[config.mk]
export PLATFORM = sky130hd
export DESIGN_NAME = riscv_hazard_sb
export DESIGN_NICKNAME = d
export VERILOG_FILES = /design/src/rtl/riscv_hazard_sb.sv
export SDC_FILE = /design/constraint.sdc
export NUM_CORES = 1
export LEC_CHECK = 0
export CAP_MARGIN = 20
export CORE_MARGIN = 5
export CORE_UTILIZATION = 46
export DETAILED_ROUTE_END_ITERATION = 8
export PLACE_DENSITY = 0.78
export SYNTH_ARGS = -nofsm -noshare
export SYNTH_HDL_FRONTEND = slang
export SYNTH_SLANG_ARGS = --single-unit
[constraint.sdc]
create_clock -name i_clk -period 1.8 [get_ports i_clk]
set_input_delay 0.18 -clock i_clk [delete_from_list [all_inputs] [get_ports i_clk]]
set_output_delay 0.18 -clock i_clk [all_outputs]
set_load 0.005 [all_outputs]
[src/rtl/riscv_hazard_sb.sv]
// Hazard unit for the 5-stage RV32 pipeline with a pending-write scoreboard
// for the out-of-pipeline long-latency unit (mul/div). Drives every stage
// stall, flush and forward-select control; all controls are combinational
// from the inputs and the registered scoreboard state.
module riscv_hazard_sb #(
  parameter int REG_AW = 5,
  parameter int LU_MAX = 2,
  parameter bit FWD_EN = 1'b1
) (
  input  logic              i_clk,
  input  logic              i_rst,
  // decode stage
  input  logic [REG_AW-1:0] i_rs_1d,
  input  logic [REG_AW-1:0] i_rs_2d,
  input  logic [REG_AW-1:0] i_rd_d,
  input  logic              i_long_d,
  // execute stage
  input  logic [REG_AW-1:0] i_rs_1e,
  input  logic [REG_AW-1:0] i_rs_2e,
  input  logic [REG_AW-1:0] i_rd_e,
  input  logic              i_reg_write_e,
  input  logic              i_load_e,
  input  logic              i_long_e,
  input  logic [1:0]        i_pc_src_e,
  // memory / writeback stages
  input  logic [REG_AW-1:0] i_rd_m,
  input  logic              i_reg_write_m,
  input  logic [REG_AW-1:0] i_rd_w,
  input  logic              i_reg_write_w,
  input  logic              i_dmem_wait,
  // long-unit writeback
  input  logic              i_lu_done,
  input  logic [REG_AW-1:0] i_lu_rd,
  // controls
  output logic              o_stall_f,
  output logic              o_stall_d,
  output logic              o_stall_e,
  output logic              o_stall_m,
  output logic              o_flush_d,
  output logic              o_flush_e,
  output logic              o_flush_w,
  output logic [1:0]        o_forward_ae,
  output logic [1:0]        o_forward_be,
  output logic              o_lu_busy,
  output logic              o_lu_full
);

  localparam int         NREG     = 1 << REG_AW;
  localparam logic [2:0] LU_MAX_C = 3'(LU_MAX);

  localparam logic [1:0] FWD_RF = 2'b00;
  localparam logic [1:0] FWD_W  = 2'b01;
  localparam logic [1:0] FWD_M  = 2'b10;

  // scoreboard state: one pending bit per architectural register + op count
  logic [NREG-1:0] pend_q, pend_d;
  logic [2:0]      cnt_q, cnt_d;

  logic haz;
  logic ld_use, long_in_e, sb_raw, sb_waw, lu_struct, no_fwd_raw;
  logic lu_full_w;
  logic issue;

  // a producer matches a consumer only when it writes a real register (x0 never matches)
  function automatic logic hit(input logic we, input logic [REG_AW-1:0] rd,
                               input logic [REG_AW-1:0] rs);
    return we && (rd != '0) && (rd == rs);
  endfunction

  assign lu_full_w = (cnt_q == LU_MAX_C);

  // E-stage operand forwarding: M is younger than W, so it wins
  always_comb begin
    o_forward_ae = FWD_RF;
    o_forward_be = FWD_RF;
    if (FWD_EN) begin
      if (hit(i_reg_write_m, i_rd_m, i_rs_1e))      o_forward_ae = FWD_M;
      else if (hit(i_reg_write_w, i_rd_w, i_rs_1e)) o_forward_ae = FWD_W;
      if (hit(i_reg_write_m, i_rd_m, i_rs_2e))      o_forward_be = FWD_M;
      else if (hit(i_reg_write_w, i_rd_w, i_rs_2e)) o_forward_be = FWD_W;
    end
  end

  // hazard detection in D; the long op sitting in E is not yet in the scoreboard,
  // so it is caught by its own term rather than through pend
  always_comb begin
    ld_use     = i_load_e && (hit(1'b1, i_rd_e, i_rs_1d) || hit(1'b1, i_rd_e, i_rs_2d));
    long_in_e  = i_long_e && (hit(1'b1, i_rd_e, i_rs_1d) || hit(1'b1, i_rd_e, i_rs_2d));
    sb_raw     = pend_q[i_rs_1d] || pend_q[i_rs_2d];
    sb_waw     = i_long_d && pend_q[i_rd_d];
    lu_struct  = i_long_d && lu_full_w;
    no_fwd_raw = 1'b0;
    if (!FWD_EN) begin
      no_fwd_raw = hit(i_reg_write_e, i_rd_e, i_rs_1d) || hit(i_reg_write_e, i_rd_e, i_rs_2d) ||
                   hit(i_reg_write_m, i_rd_m, i_rs_1d) || hit(i_reg_write_m, i_rd_m, i_rs_2d) ||
                   hit(i_reg_write_w, i_rd_w, i_rs_1d) || hit(i_reg_write_w, i_rd_w, i_rs_2d);
    end
    haz = ld_use || long_in_e || sb_raw || sb_waw || lu_struct || no_fwd_raw;
  end

  // control priority: memory freeze, then redirect, then D-stage hazard
  always_comb begin
    o_stall_f = 1'b0;
    o_stall_d = 1'b0;
    o_stall_e = 1'b0;
    o_stall_m = 1'b0;
    o_flush_d = 1'b0;
    o_flush_e = 1'b0;
    o_flush_w = 1'b0;
    if (i_dmem_wait) begin
      // whole front of the pipe holds; W is bubbled so nothing retires twice
      o_stall_f = 1'b1;
      o_stall_d = 1'b1;
      o_stall_e = 1'b1;
      o_stall_m = 1'b1;
      o_flush_w = 1'b1;
    end else if (i_pc_src_e != 2'b00) begin
      // wrong-path instructions in D and E are squashed; any hazard they had is moot
      o_flush_d = 1'b1;
      o_flush_e = 1'b1;
    end else if (haz) begin
      o_stall_f = 1'b1;
      o_stall_d = 1'b1;
      o_flush_e = 1'b1;
    end
  end

  // a long op leaves E into the unit only when E is not frozen
  assign issue = i_long_e && !o_stall_e;

  // scoreboard next state: clear on writeback, then set on issue so set wins
  always_comb begin
    pend_d = pend_q;
    cnt_d  = cnt_q;
    if (i_lu_done) pend_d[i_lu_rd] = 1'b0;
    if (issue && i_reg_write_e && (i_rd_e != '0)) pend_d[i_rd_e] = 1'b1;
    pend_d[0] = 1'b0;
    if (issue && !i_lu_done) begin
      if (!lu_full_w) cnt_d = cnt_q + 3'd1;
    end else if (i_lu_done && !issue) begin
      if (cnt_q != 3'd0) cnt_d = cnt_q - 3'd1;
    end
  end

  // scoreboard registers; reset may land mid-stall and drops everything outstanding
  always_ff @(posedge i_clk or posedge i_rst) begin
    if (i_rst) begin
      pend_q <= '0;
      cnt_q  <= 3'd0;
    end else begin
      pend_q <= pend_d;
      cnt_q  <= cnt_d;
    end
  end

  assign o_lu_busy = (cnt_q != 3'd0);
  assign o_lu_full = lu_full_w;

endmodule

# Yosys cells after proc, flatten, opt, wreduce, memory -nomap -nowiden
# Cells that the tools add are included.
# totals
regBits	34
input_bits	57
out_inout_bits	13
wordCells	86
# classes
n_addsub	2
n_lt_le_gt_ge	7
n_eq_ne	8
n_mux	28
bitwise_logic	3
reduce_logical	36
# ops
op	count
32-bit 2-to-1 mux	2
32-bit bitwise AND	1
32-bit NOT	1
32-bit bitwise OR	1
5-bit equality test	6
5-bit by 6-bit less-than comparator with 1-bit output (second input constant)	5
1-bit logical AND	19
1-bit binary-select mux with 5-bit select	3
1-bit 2-to-1 mux	15
5-bit nonzero test	3
3-bit 2-to-1 mux	4
1-bit demux with 5-bit select	2
5-bit by 1-bit greater-or-equal comparator with 1-bit output (second input constant)	2
1-bit logical OR	6
2-bit nonzero test	3
2-bit 2-to-1 mux	2
3-bit by 1-bit adder with 3-bit output (second input constant)	1
3-bit by 2-bit equality test with 1-bit output (second input constant)	1
1-bit zero test	3
3-bit AND reduction	1
3-bit nonzero test	1
3-bit by 1-bit subtractor with 3-bit output (second input constant)	1
2-bit != test (second input constant)	1

# Depth between registers and ports, before layout
# depth
word_depth	11
mapped_depth	9
mapped_depth_nobuf	8

# Worst setup path after synthesis
# Ideal clock, no wire load.
# synth_path
path_type	reg-to-output
from	reg cnt_q[1]
to	out o_stall_f
arrival_ns	1.724
required_time_ns	1.620
setup_slack_ns	-0.104
stages_incl_launch_ff	8
n_path_buf	1
path_cell_list	dfrtp_1 inv_1 nor3_2 nor2_1 and3_2 o31a_2 a31oi_1 buf_4
# synth_between
elab_chain_len	6
# synth_rtl
item	line	rtl
from (decl)	57	logic [2:0] cnt_q, cnt_d;
from (signal assigned)	152	cnt_q <= cnt_d;
3-bit by 2-bit equality test with 1-bit output	70	assign lu_full_w = (cnt_q == LU_MAX_C);
via o_lu_full	45	output logic o_lu_full
1-bit logical AND	91	lu_struct = i_long_d && lu_full_w;
1-bit logical OR	98	haz = ld_use || long_in_e || sb_raw || sb_waw || lu_struct || no_fwd_raw;
1-bit 2-to-1 mux (3 in series)	-	
to (decl)	35	output logic o_stall_f,
# The timed path passes the listed nets, and every way through them passes these cells.

# Worst setup path after layout
# layout_path
from	reg pend_q[23]
to	out o_stall_d
# layout_between
elab_chain_len	9
word_cells_on_any_way	14
cone_classes	9 x mux; 5 x reduce/logical
# layout_rtl
item	line	rtl
from (decl)	56	logic [NREG-1:0] pend_q, pend_d;
from (signal assigned)	151	pend_q <= pend_d;
1-bit binary-select mux with 5-bit select	89	sb_raw = pend_q[i_rs_1d] || pend_q[i_rs_2d];
1-bit 2-to-1 mux (not written as such)	89	
1-bit logical OR	89	
1-bit logical OR	98	
1-bit logical OR (*) (2 in series)	98	
1-bit 2-to-1 mux (*)	121	end else if (haz) begin
1-bit 2-to-1 mux (*)	117	end else if (i_pc_src_e != 2'b00) begin
1-bit 2-to-1 mux (*)	110	if (i_dmem_wait) begin
to (decl)	36	output logic o_stall_d,
# Mark *: on every way between the ends. The rest lies on a longest branch, timed or not. The select of a mux whose other input is x is not followed.

==> results_dict.tcl <==
set metrics [dict create \
    finalCritPeriodShare_pct 131 \
    port_buffers 69 \
    hold_buffers 0 \
    routabilityCongestion 0.961 \
    clk_pin_slew_ns 0.07 \
    seq_area_frac_synth_pct 29.5 \
    synth.distinct_cells 51 \
    worstSetupEndpointType "output port" \
    start_util_pct 48.1 \
    grt_pass1_vias 3298 \
    arrival_ns 2.17 \
    violations "setup timing" \
    yosys_warnings 0 \
    vias_per_cell 6.12 \
    overflow 0 \
    fp-row-count 28 \
    fin_skew_ns 0.0000617 \
    cts-buffers-inserted 5 \
    rsz0062_at_grt "true" \
    cts_tree "built" \
    grt_pass1_wl_um 15400 \
    p_leak_nw 1.82 \
    pin_count 70 \
    nets 491 \
    synth_edf_count 0 \
    min_period_ns 2.35 \
    grt_start_max_net_pins 35 \
    setup_viol 3 \
    wl_per_cell_um 19.7 \
    drtAntennaViolNets 0 \
    synth.top_cell.area_share_pct 29.5 \
    root_buffer "clkbuf_8" \
    synth_top_cell_by_area "dfrtp_1" \
    drc_errors 0 \
    die_area_um2 7940 \
    crit_required_ns 1.62 \
    setup_ws_ns -0.551 \
    maxCapViolations 0 \
    timing.hold.ws_ns 0.287 \
    clkSinkCount 34 \
    synth_area_leaders "dfrtp_1 30%, o21ai_0 12%, mux4_2 11%, xor2_1 6.1%, mux2i_1 4.2%" \
    max_freq_mhz 425 \
    dieHeight_um 89.1 \
    antenna_found_initial 0 \
    slew_viol_final 0 \
    die_w_um 89.1 \
    antenna_cells 0 \
    fill_cells 419 \
    drt_iter0_markers 333 \
    power_density_nw_per_um2 666 \
    peakVddDrop_uv 391 \
    route.vias.total 3114 \
    slew-limit-headroom_pct 71.6 \
    htreeDepth 2 \
    startpoint_type "flop" \
    finalHoldViolations 0 \
    synthCells 300 \
    cts_buffer_depth 2 \
    avgSynthCellArea_um2 9.60 \
    min_path_type "primary input to async pin" \
    crit_fanout 4 \
    wirelength_um 10000 \
    clock_latency_ns 0.28 \
    ys_seq_elements 34 \
    worst_slew_pin_slew_ns 0.426 \
    syn_area_um2 2880 \
    synthFlopType "dfrtp_1" \
    outcome "finished, violations left" \
    synthArstFlopShare_pct 100 \
    drive_gt1_share_pct 33.9 \
    first_pass_iters 5 \
    area_delta_synth_final_pct 49.5 \
    synth_nets 358 \
    grt_use_total_pct 25.3 \
    coreArea_um2 5990 \
    setup_tns_ns -1.63 \
    path_class "flop to output port" \
    pre_cts_ws_ns -1.06 \
    hpwl_um 7590 \
]
registers in the layout, indices dropped and copies added (netlist names):
| name | cells |
|---|---|
| pend_q | 31 |
| cnt_q | 3 |
path summary, 6_finish.rpt:
check	end	from	slack [ns]	cells past startpoint
max	o_stall_d	pend_q[23]$_DFF_PP0_	-0.55	7
min	pend_q[22]$_DFF_PP0_	i_rst	0.29	3
max reg2reg	cnt_q[1]$_DFFE_PP0P_	cnt_q[0]$_DFFE_PP0P_	0.14	5
min reg2reg	pend_q[13]$_DFF_PP0_	pend_q[13]$_DFF_PP0_	0.59	2
max in group asynchronous	pend_q[21]$_DFF_PP0_	i_rst	1.19	3
min in group i_clk	pend_q[13]$_DFF_PP0_	pend_q[13]$_DFF_PP0_	0.59	2
layer usage:
layer / wire (µm) / vias to the layer above / GRT usage (%)
met3: 856 / 40 / 3.50
met1: 3850 / 1471 / 30.3
met4: 340 / 0 / 11.8
met5: 0 / - / 0
li1: - / 1405 / -
met2: 4980 / 198 / 44.7
logic make-up after synthesis:
logic type / count (synthesis) / synth area share, %
mux: 32 / 19.0
xor+xnor: 31 / 9.43
simple gates: 79 / 16.3
compound gates: 96 / 19.2
buf+inv: 27 / 5.73
fa+ha+maj: 1 / 0.695
flops: 34 / 29.5
cell usage after synthesis, drive strengths merged, types with 3 or more instances:
cell,number
a31oi,3
or4,4
nor4,5
a211oi,3
nand2,14
clkbuf,8
dfrtp,34
or3b,5
buf,12
mux2,3
nor2,14
xor2,20
nand3b,9
nand3,8
o21ai,71
xnor2,11
nor3,4
nor2b,5
mux4,17
a21oi,4
mux2i,12
inv,7
layout by cell type, fill, tap and decap left out, types with 5 or more instances in the layout:
master           Yosys  routed
buf_4                8      72
o21ai_0             70      68
clkdlybuf4s50_1      0      39
dfrtp_1             34      33
xor2_1              20      20
mux4_2              14      15
dlygate4sd2_1        0      15
nand2_1             14      14
nor2_1              14      13
xnor2_1             11      11
mux2i_1             12      11
nand3b_1             9       9
nand3_1              8       8
inv_1                7       7
buf_2                1       7
buf_6                3       6
or3b_2               5       5
clkbuf_8             1       5
stage by stage:
step / area, µm² / power, mW / utilization [%] / std cells
after global routing: 4310 / 3.02 / 71.9 / 509
after detailed placement: 4080 / 2.11 / 68.1 / 494
after floorplan: 2900 / 1.57 / - / 300
final: 4310 / 2.87 / 71.9 / 509
after CTS: 4280 / 2.82 / 71.4 / 510
after global placement: 4080 / 2.07 / 68.1 / 494
layout make-up:
| type | count | area, µm² | share of cell area, % |
|---|---|---|---|
| clock buffers | 5 | 68.8 | 1.60 |
| clock inverters | 3 | 40.0 | 0.930 |
| well taps | 75 | 93.8 | 2.18 |
| inverters | 7 | 26.3 | 0.610 |
| multi-input cells | 239 | 1980 | 46.0 |
| flip-flops and latches | 34 | 852 | 19.8 |
| repair buffers | 146 | 1240 | 28.8 |
worst max-delay path, cell delays in order, from the launching register on:
cell     delay [ns]
dfrtp_1        0.44
mux4_2         0.50
mux2i_2        0.21
nand2_1        0.12
a32oi_1        0.18
o31a_2         0.20
a31oi_2        0.09
buf_2          0.14
timing repair:
item / in CTS / in global routing
resized for setup: 82 / 15
hold endpoints to repair: 0 / 0
setup endpoints to repair: 8 / 8
buffers inserted: 8 / 0
pin swaps: 18 / 3
power by group:
part	internal [mW]	switching, mW
registers	0.880	0.137
logic	0.633	0.532
clock network	0.407	0.278
No activity file was read; power rests on OpenSTA's default activity.
